## src/rtl/ce_divider_chain.sv

```systemverilog
// ce_divider_chain: three-stage phase-aligned clock-enable generator (base / mid / slow) with run/restart control and a slow-tick counter.
// Latency: each ce_* output is registered, one clk after its terminal count; ce_mid and ce_slow only ever coincide with ce_base.
// Control: no backpressure. run=0 holds every divider, and restart clears the chain. Define CE_DIVIDER_FRAC_EN to swap the integer prescaler for a phase accumulator.
module ce_divider_chain #(
    parameter int unsigned      PRESCALE = 145,
    parameter int unsigned      MID_DIV  = 4096,
    parameter int unsigned      SLOW_DIV = 8,
    parameter int unsigned      CNT_W    = 16,
    parameter int unsigned      ACC_W    = 24,
    parameter logic [ACC_W-1:0] FRAC_INC = 24'd116508
) (
    input  logic             clk,
    input  logic             rst,
    input  logic             run,
    input  logic             restart,
    input  logic             clr_count,
    output logic             ce_base,
    output logic             ce_mid,
    output logic             ce_slow,
    output logic [CNT_W-1:0] tick_count,
    output logic             overflow
);

    // Divider widths: enough bits for 0..DIV-1, never narrower than one bit.
    localparam int unsigned MW = (MID_DIV  > 1) ? $clog2(MID_DIV)  : 1;
    localparam int unsigned SW = (SLOW_DIV > 1) ? $clog2(SLOW_DIV) : 1;

    localparam logic [MW-1:0] M_LAST = MW'(MID_DIV - 1);
    localparam logic [SW-1:0] S_LAST = SW'(SLOW_DIV - 1);

    // Reject configurations that cannot produce a sensible pulse train.
    if (PRESCALE < 2 || MID_DIV < 2 || SLOW_DIV < 2 || CNT_W < 1 || ACC_W < 1 || FRAC_INC == '0) begin : g_param_check
        $error("ce_divider_chain: divisors must be >= 2 and widths/increment non-zero");
    end

    logic          tick_base;
    logic          tick_mid;
    logic          tick_slow;
    logic [MW-1:0] m;
    logic [SW-1:0] s;

`ifdef CE_DIVIDER_FRAC_EN
    // Fractional prescaler: the carry out of the phase accumulator marks a base tick.
    logic [ACC_W-1:0] acc;
    logic [ACC_W:0]   acc_sum;

    assign acc_sum   = {1'b0, acc} + {1'b0, FRAC_INC};
    // A restart cancels a terminal count in the same cycle.
    assign tick_base = run & ~restart & acc_sum[ACC_W];

    // Phase accumulator advances by FRAC_INC each running clk; restart returns it to zero phase.
    always_ff @(posedge clk or posedge rst) begin
        if (rst) begin
            acc <= '0;
        end else if (restart) begin
            acc <= '0;
        end else if (run) begin
            acc <= acc_sum[ACC_W-1:0];
        end
    end
`else
    // Integer prescaler: p counts 0..PRESCALE-1 and the last value marks a base tick.
    localparam int unsigned   PW     = (PRESCALE > 1) ? $clog2(PRESCALE) : 1;
    localparam logic [PW-1:0] P_LAST = PW'(PRESCALE - 1);

    logic [PW-1:0] p;

    // A restart cancels a terminal count in the same cycle.
    assign tick_base = run & ~restart & (p == P_LAST);

    // Prescale counter: advances every running clk, wraps on its terminal count.
    always_ff @(posedge clk or posedge rst) begin
        if (rst) begin
            p <= '0;
        end else if (restart) begin
            p <= '0;
        end else if (tick_base) begin
            p <= '0;
        end else if (run) begin
            p <= p + PW'(1);
        end
    end
`endif

    // Slower ticks are qualified by the faster ones, which keeps all enables phase-aligned.
    assign tick_mid  = tick_base & (m == M_LAST);
    assign tick_slow = tick_mid  & (s == S_LAST);

    // Mid divider: counts base ticks, wraps on its terminal count.
    always_ff @(posedge clk or posedge rst) begin
        if (rst) begin
            m <= '0;
        end else if (restart) begin
            m <= '0;
        end else if (tick_mid) begin
            m <= '0;
        end else if (tick_base) begin
            m <= m + MW'(1);
        end
    end

    // Slow divider: counts mid ticks, wraps on its terminal count.
    always_ff @(posedge clk or posedge rst) begin
        if (rst) begin
            s <= '0;
        end else if (restart) begin
            s <= '0;
        end else if (tick_slow) begin
            s <= '0;
        end else if (tick_mid) begin
            s <= s + SW'(1);
        end
    end

    // Registered enables: one-cycle pulses the clk after each terminal count.
    always_ff @(posedge clk or posedge rst) begin
        if (rst) begin
            ce_base <= 1'b0;
            ce_mid  <= 1'b0;
            ce_slow <= 1'b0;
        end else begin
            ce_base <= tick_base;
            ce_mid  <= tick_mid;
            ce_slow <= tick_slow;
        end
    end

    // Slow-tick counter with sticky wrap flag; a clear wins over a coincident tick.
    always_ff @(posedge clk or posedge rst) begin
        if (rst) begin
            tick_count <= '0;
            overflow   <= 1'b0;
        end else if (clr_count) begin
            tick_count <= '0;
            overflow   <= 1'b0;
        end else if (tick_slow) begin
            tick_count <= tick_count + CNT_W'(1);
            if (&tick_count) begin
                overflow <= 1'b1;
            end
        end
    end

endmodule

```

## config.mk

```make
export PLATFORM = sky130hd
export DESIGN_NAME = ce_divider_chain
export DESIGN_NICKNAME = d
export VERILOG_FILES = /design/src/rtl/ce_divider_chain.sv
export SDC_FILE = /design/constraint.sdc
export NUM_CORES = 1
export LEC_CHECK = 0
export ABC_AREA = 1
export CORE_MARGIN = 4
export CORE_UTILIZATION = 50
export DETAILED_ROUTE_END_ITERATION = 12
export PLACE_DENSITY = 0.74
export SYNTH_ARGS = -nofsm -noshare
export SYNTH_HDL_FRONTEND = slang
export SYNTH_SLANG_ARGS = --single-unit
```

## constraint.sdc

```tcl
create_clock -name clk -period 1.6 [get_ports clk]
set_input_delay 0.24 -clock clk [delete_from_list [all_inputs] [get_ports clk]]
set_output_delay 0.24 -clock clk [all_outputs]
set_load 0.005 [all_outputs]
```

==> results of run 1 <==
-- tightest hold or removal path, delay by kind of cell --
family	cells	cell delay, ns
buffers and inverters	3	0.70
-- routing by layer --
| metal | part of all wire [%] | global-route usage, % | up-vias |
|---|---|---|---|
| met4 | 1.8 | 5.98 | 0 |
| met3 | 4.4 | 2.63 | 11 |
| met1 | 46 | 28.2 | 1183 |
| met2 | 48 | 32.6 | 66 |
| met5 | 0 | 0 | - |
| li1 | - | - | 1253 |
-- how the worst max path moves through the flow --
| stage | cells past startpoint | endpoint | from |
|---|---|---|---|
| after floorplan | 9 | tick_count[10] | m[0] |
| final | 9 | tick_count[4] | p[1] |
| after global placement | 7 | p[0] | run |
| after detailed placement | 8 | p[6] | restart |
| after CTS | 1 | tick_count[9] | tick_count[9] |
| after global routing | 9 | overflow | p[1] |
-- synth_stat cells, drive strengths merged --
master,count,share of area [%]
nand3b,9,2.9
o21ai,10,1.8
nor3,4,1.1
ha,6,2.7
or2,1,0.23
nand4,11,2.5
nor2,53,11
buf,6,1.8
dfrtp,43,39
xor2,8,2.6
a21boi,1,0.27
nand2,103,16
a21oi,5,0.92
nand3,56,12
inv,38,5.2
-- per-stage QoR --
step           total power, mW  TNS [ns]
4_1_cts                   2.16         0
6_report                  2.17   -0.0686
2_1_floorplan             1.20         0
3_3_place_gp              1.26     -1.18
5_1_grt                   2.25     -1.39
3_5_place_dp              1.26     -2.63
-- logic make-up (layout without fill, tap and decap cells) --
logic type | count (synthesis) | count (layout) | synth area share [%]
AOI/OAI and AO/OA | 16 | 16 | 3.02
and+or+nand+nor | 237 | 239 | 45.3
xor gates and xnor gates | 8 | 8 | 2.56
adders and majority gates | 6 | 6 | 2.75
DFF | 43 | 43 | 39.4
buffers and inverters | 44 | 93 | 7.00
-- layout make-up --
class	instances	area (µm²)
multi-input cells	269	1580
inverters	38	146
clock inverters	2	35.0
repair buffers	47	440
well taps	70	87.6
fillers	428	1760
clock buffers	6	82.6
flip-flops and latches	43	1080
-- registers in the layout (all words and copies together), names as in the netlist --
| name | cells |
|---|---|
| tick_count | 16 |
| m | 12 |
| p | 8 |
| s | 3 |
| ce_base | 1 |
| ce_mid | 1 |
| ce_slow | 1 |
| overflow | 1 |
-- report_power, final --
part	internal (mW)	leakage, nW	switching, mW	total [mW]
clock	0.506	0.0612	0.398	0.904
combinational	0.0680	0.989	0.0994	0.167
sequential	1.09	0.595	0.00473	1.10
total	1.67	1.65	0.502	2.17
-- timing repair --
item | in CTS | in global routing
pin swaps | 2 | 17
gates cloned | 1 | 1
resized for setup | 2 | 28
setup buffers | 0 | 5
endpoints found under the setup margin | 33 | 36
==> metrics.txt, run 1 <==
outcome finished, violations left; violated checks negative setup slack; Pre-antenna DRT Iters 5; CP peak stage delay 0.40 ns; initial DRC count 213; Ports 25; gr usage total 20.2%; synthesized area 2730 µm²; Highest Clock Rate 619 MHz; DR WL/cell approximately 13 µm; Register-to-Register Path Depth 9; leak pwr 1.65 nW; final setup fails 7; RSZ-0062 raised after global routing yes; syn_nets 365; r2r setup slk -0.02 ns; CTS Root Buffer Type clkbuf_8; Syn-to-layout area delta 26.2%; GR Overflow Total 0; number of cell rows 26; Worst Path Required 1.79 ns; # port buffers 24; Cells after Synth 354; post-route minimum period approximately 1.6 ns; Worst setup EP type flop; Avg Cell Area, Syn 7.72 µm²; Hold Path Class input port to async pin; Sink Count 43; flops & latches, synth 43; CTS Hold Buffers Added 0; Clk pin slew, worst setup/hold paths 0.09 ns; max-cap viol count 0; Core Area approximately 5200 µm²; Fin. Hold Viols 0; Fin Hold WS approximately 0.28 ns; critical path's slowest cell dfrtp_1; Peak VDD IR 490 µV; R2R Path Start p[1]; sequential-to-total area share from yosys stat between 30% and 40%; commonest non-fill, non-tap cell in the layout nand2_1; Final Skew 0.00874 ns; vias per cell 5.29; final design utilization 66.3%; layout cells sized above 1 21.2%; pre-CTS WS -0.148 ns; vias in the first global route 2319; die span in x 81.9 µm; post-route ant nets 0; most used cell, CP nand2_4; most frequent cells in the layout 91 x nand2_1, 42 x nand3_1, 41 x nor2_1, 41 x dfrtp_1, 30 x inv_1; Bufs and invs on worst path 1; dpl hpwl 4270 µm; fin nets 415; RR Endpoint tick_count[4]; Post-DP Area 3170 µm²; largest net degree at the start of global routing 44; Skew-Pair Late Insertion Delay roughly 0.30 ns; CTS tree built; slew margin rel. between 70% and 80%; H-tree Lvls 2; Final GP Congestion 0.885; Crit path arrival time 1.81 ns; Design Area, Final around 3400 µm²; Non-Filler Instances approximately 480; Die Area 6710 µm²; first-pass GRT wire length 10700 µm; residual DRC count 0; post-synthesis cell type count 28; Inserted Clock Buffers 5; CP max FO 8; Slew Limit Fails 0; synthesis warning total 0; Cell Chain, Critical Path inv_2 > ha_4 > nand2_4 > nor2_4 > nand3b_4 > nor2_8 > nand2_4 > nand3_2 > nand2_1; via count roughly 2500; placed instance count 461; Initial Utilization 52.5%; Antenna Diode Count 0; cell family with most CP delay simple AND/OR/NAND/NOR gates; antenna violations before repair 0; Longest Clk Path Bufs 2; Setup CP Type flop to flop; slew of the pin with the lowest slew margin 0.381 ns; crit start category flop; Die Y around 82 µm; Routed WL between 6000 and 7000 µm; fin worst setup slack -0.0162 ns; fin crit share 101%; Power Density 629 nW/µm²
(Power assumes the default switching activity.)
==> inputs of run 2 (changes only) <==
--- a/config.mk
+++ b/config.mk
@@ -6,6 +6,7 @@
 export NUM_CORES = 1
 export LEC_CHECK = 0
 export ABC_AREA = 1
+export CORE_ASPECT_RATIO = 1.1
 export CORE_MARGIN = 4
 export CORE_UTILIZATION = 50
 export DETAILED_ROUTE_END_ITERATION = 12
==> run 2 against run 1 <==
  * The run still ends with negative setup slack left
  * Fmax is 2.0% lower
  * Register-to-register slack worse by 0.03 ns
  * Non-clock buffer count is 1 lower
  * First-iteration DRC count is 13% lower
  * Die area hardly changed
  * Power is 10% lower
  * Clock skew is 0.0015 ns higher
  * Critical path type unchanged
  * Critical endpoint is now tick_count[13]
  * Largest cell class unchanged
  * Largest power group unchanged
==> metrics.txt, run 2 (synthesized netlist as in run 1, its figures left out) <==
antenna violations before repair 0 (unchanged); vias in the first global route 2397 (+3.4%); Highest Clock Rate 606 MHz (-2.0%); Clk pin slew, worst setup/hold paths 0.08 ns (about the same); H-tree Lvls 2 (unchanged); GR Overflow Total 0 (unchanged); # fillers 447 (+4.4%); residual DRC count 0 (unchanged); dpl hpwl 4350 µm (+1.9%); fin worst setup slack -0.0489 ns (-0.0328 ns); CTS Hold Buffers Added 0 (unchanged); pre-CTS WS -0.120 ns (+0.0278 ns); Non-Filler Instances 477 (+0.42%); RSZ-0062 raised after global routing yes; fin nets 415 (unchanged); Crit path arrival time 1.83 ns (+0.02 ns); Setup CP Type flop to flop; crit start category flop; Fin. Hold Viols 0 (unchanged); initial DRC count 186 (-13%); CTS Root Buffer Type clkbuf_8; max-cap viol count 0 (unchanged); Die Y 85.5 µm (+4.4%); Setup TNS Final -0.0764 ns (-0.00779 ns); Initial Utilization 53.2% (+0.72 points); final design utilization 66.6% (+0.30 points); Die Area 6710 µm² (about the same); DR WL/cell 13.6 µm (+1.9%); # port buffers 24 (unchanged); leak pwr 1.62 nW (-1.8%); vias per cell 5.24 (-0.97%); RR Endpoint tick_count[13]; Core Area 5130 µm² (-1.3%); post-route minimum period 1.65 ns (+0.0328 ns); die span in x 78.5 µm (-4.2%); Worst setup EP type flop; outcome finished, violations left; placed instance count 463 (+0.43%); Skew-Pair Late Insertion Delay 0.30 ns (about the same); layout cells sized above 1 24.4% (+3.2 points); r2r setup slk -0.05 ns (-0.03 ns); commonest non-fill, non-tap cell in the layout nand2_1; slew of the pin with the lowest slew margin 0.433 ns (+0.0518 ns); Register-to-Register Path Depth 9 (unchanged); via count 2499 (-0.56%); Hold Path Class input port to async pin; Final Skew 0.0102 ns (+0.00150 ns); Slew Limit Fails 0 (unchanged); post-route ant nets 0 (unchanged); Fin Hold WS 0.216 ns (-0.0652 ns); R2R Path Start p[1]; Ports 25 (unchanged); Final GP Congestion 0.825 (-6.8%); first-pass GRT wire length 10700 µm (+0.84%); Longest Clk Path Bufs 2 (unchanged); Most flops, register tick_count; most frequent cells in the layout 89 x nand2_1, 41 x nor2_1, 37 x nand3_1, 35 x dfrtp_1, 30 x inv_1; Peak VDD IR 388 µV (-21%); Syn-to-layout area delta 25.1%; final setup fails 2 (-5); Worst Path Required 1.78 ns (about the same); largest net degree at the start of global routing 33 (-25%); violated checks negative setup slack; Routed WL 6490 µm (+2.3%); Inserted Clock Buffers 5 (unchanged); number of cell rows 27 (+3.8%); CP max FO 8 (unchanged); Antenna Diode Count 0 (unchanged); gr usage total 19.8% (-0.45 points); slew margin rel. 71.0% (-3.6 points); Largest register FFs 16 (unchanged); CTS tree built; Sink Count 43 (unchanged); Power Density 571 nW/µm² (-9.2%); Top Registers tick_count (16), m (12), p (8); Pre-antenna DRT Iters 4 (-1); fin crit share 103% (+2.0 points)
run 2: cell count changes in the layout (fill, tap and decap cells not counted), moves of 2 or more:
cell      delta
buf_4        +2
buf_6        -3
clkinv_2     +2
dfrtp_1      -6
dfrtp_2      +6
nand2_1      -2
nand2_2      +3
nand3_1      -5
nand3_2      +5
run 2: where the power goes:
group,internal [mW],switching (mW)
Sequential,1.09,0.00488
Clock,0.300,0.389
Combinational,0.0643,0.100
Total,1.46,0.494
run 2: worst max-delay path: stages (launching register included):
cell      delay, ns
dfrtp_1        0.40
inv_2          0.08
ha_4           0.14
nand2_4        0.04
nor2_4         0.16
nand3b_4       0.16
nor2_8         0.22
nand2_4        0.15
nand3_1        0.12
nand2_1        0.07
run 2: through the flow:
stage	power (mW)	instance area (µm²)
global route	2.04	3420
global placement	1.26	3170
floorplan	1.20	2730
CTS	1.96	3280
finish	1.95	3420
detailed placement	1.26	3170
run 2: repair_timing:
item	in CTS	in global routing
resized for setup	2	32
pin swaps	0	11
endpoints found under the setup margin	24	38
endpoints found under the hold margin	0	0
setup buffers	1	2
cloned	1	2
run 2: layout make-up:
type | instances | area, µm² | area share [%]
repair buffers | 46 | 424 | 12.4
clock inverters | 3 | 15.0 | 0.439
well taps | 72 | 90.1 | 2.64
inverters | 38 | 143 | 4.17
multi-input cells | 270 | 1590 | 46.6
clock buffers | 5 | 68.8 | 2.01
flip-flops and latches | 43 | 1090 | 31.8
run 2: worst max-delay path by stage:
stage,start,to,slack [ns],depth (start not counted)
after global placement,run,tick_count[10],-0.06,8
after CTS,p[0],m[0],0.01,9
after detailed placement,run,p[1],-0.12,7
final,p[1],tick_count[13],-0.05,9
after global routing,p[1],tick_count[13],-0.12,9
after floorplan,m[0],tick_count[10],0.005,9
run 2: per-layer routing:
metal	up-vias	share of wire, %	routed length (µm)	track usage, %
li1	1244	-	-	-
met1	1180	42	2740	24.7
met2	61	52	3380	34.7
met3	14	4.0	263	3.15
met4	0	1.7	109	6.68
met5	-	0	0	0
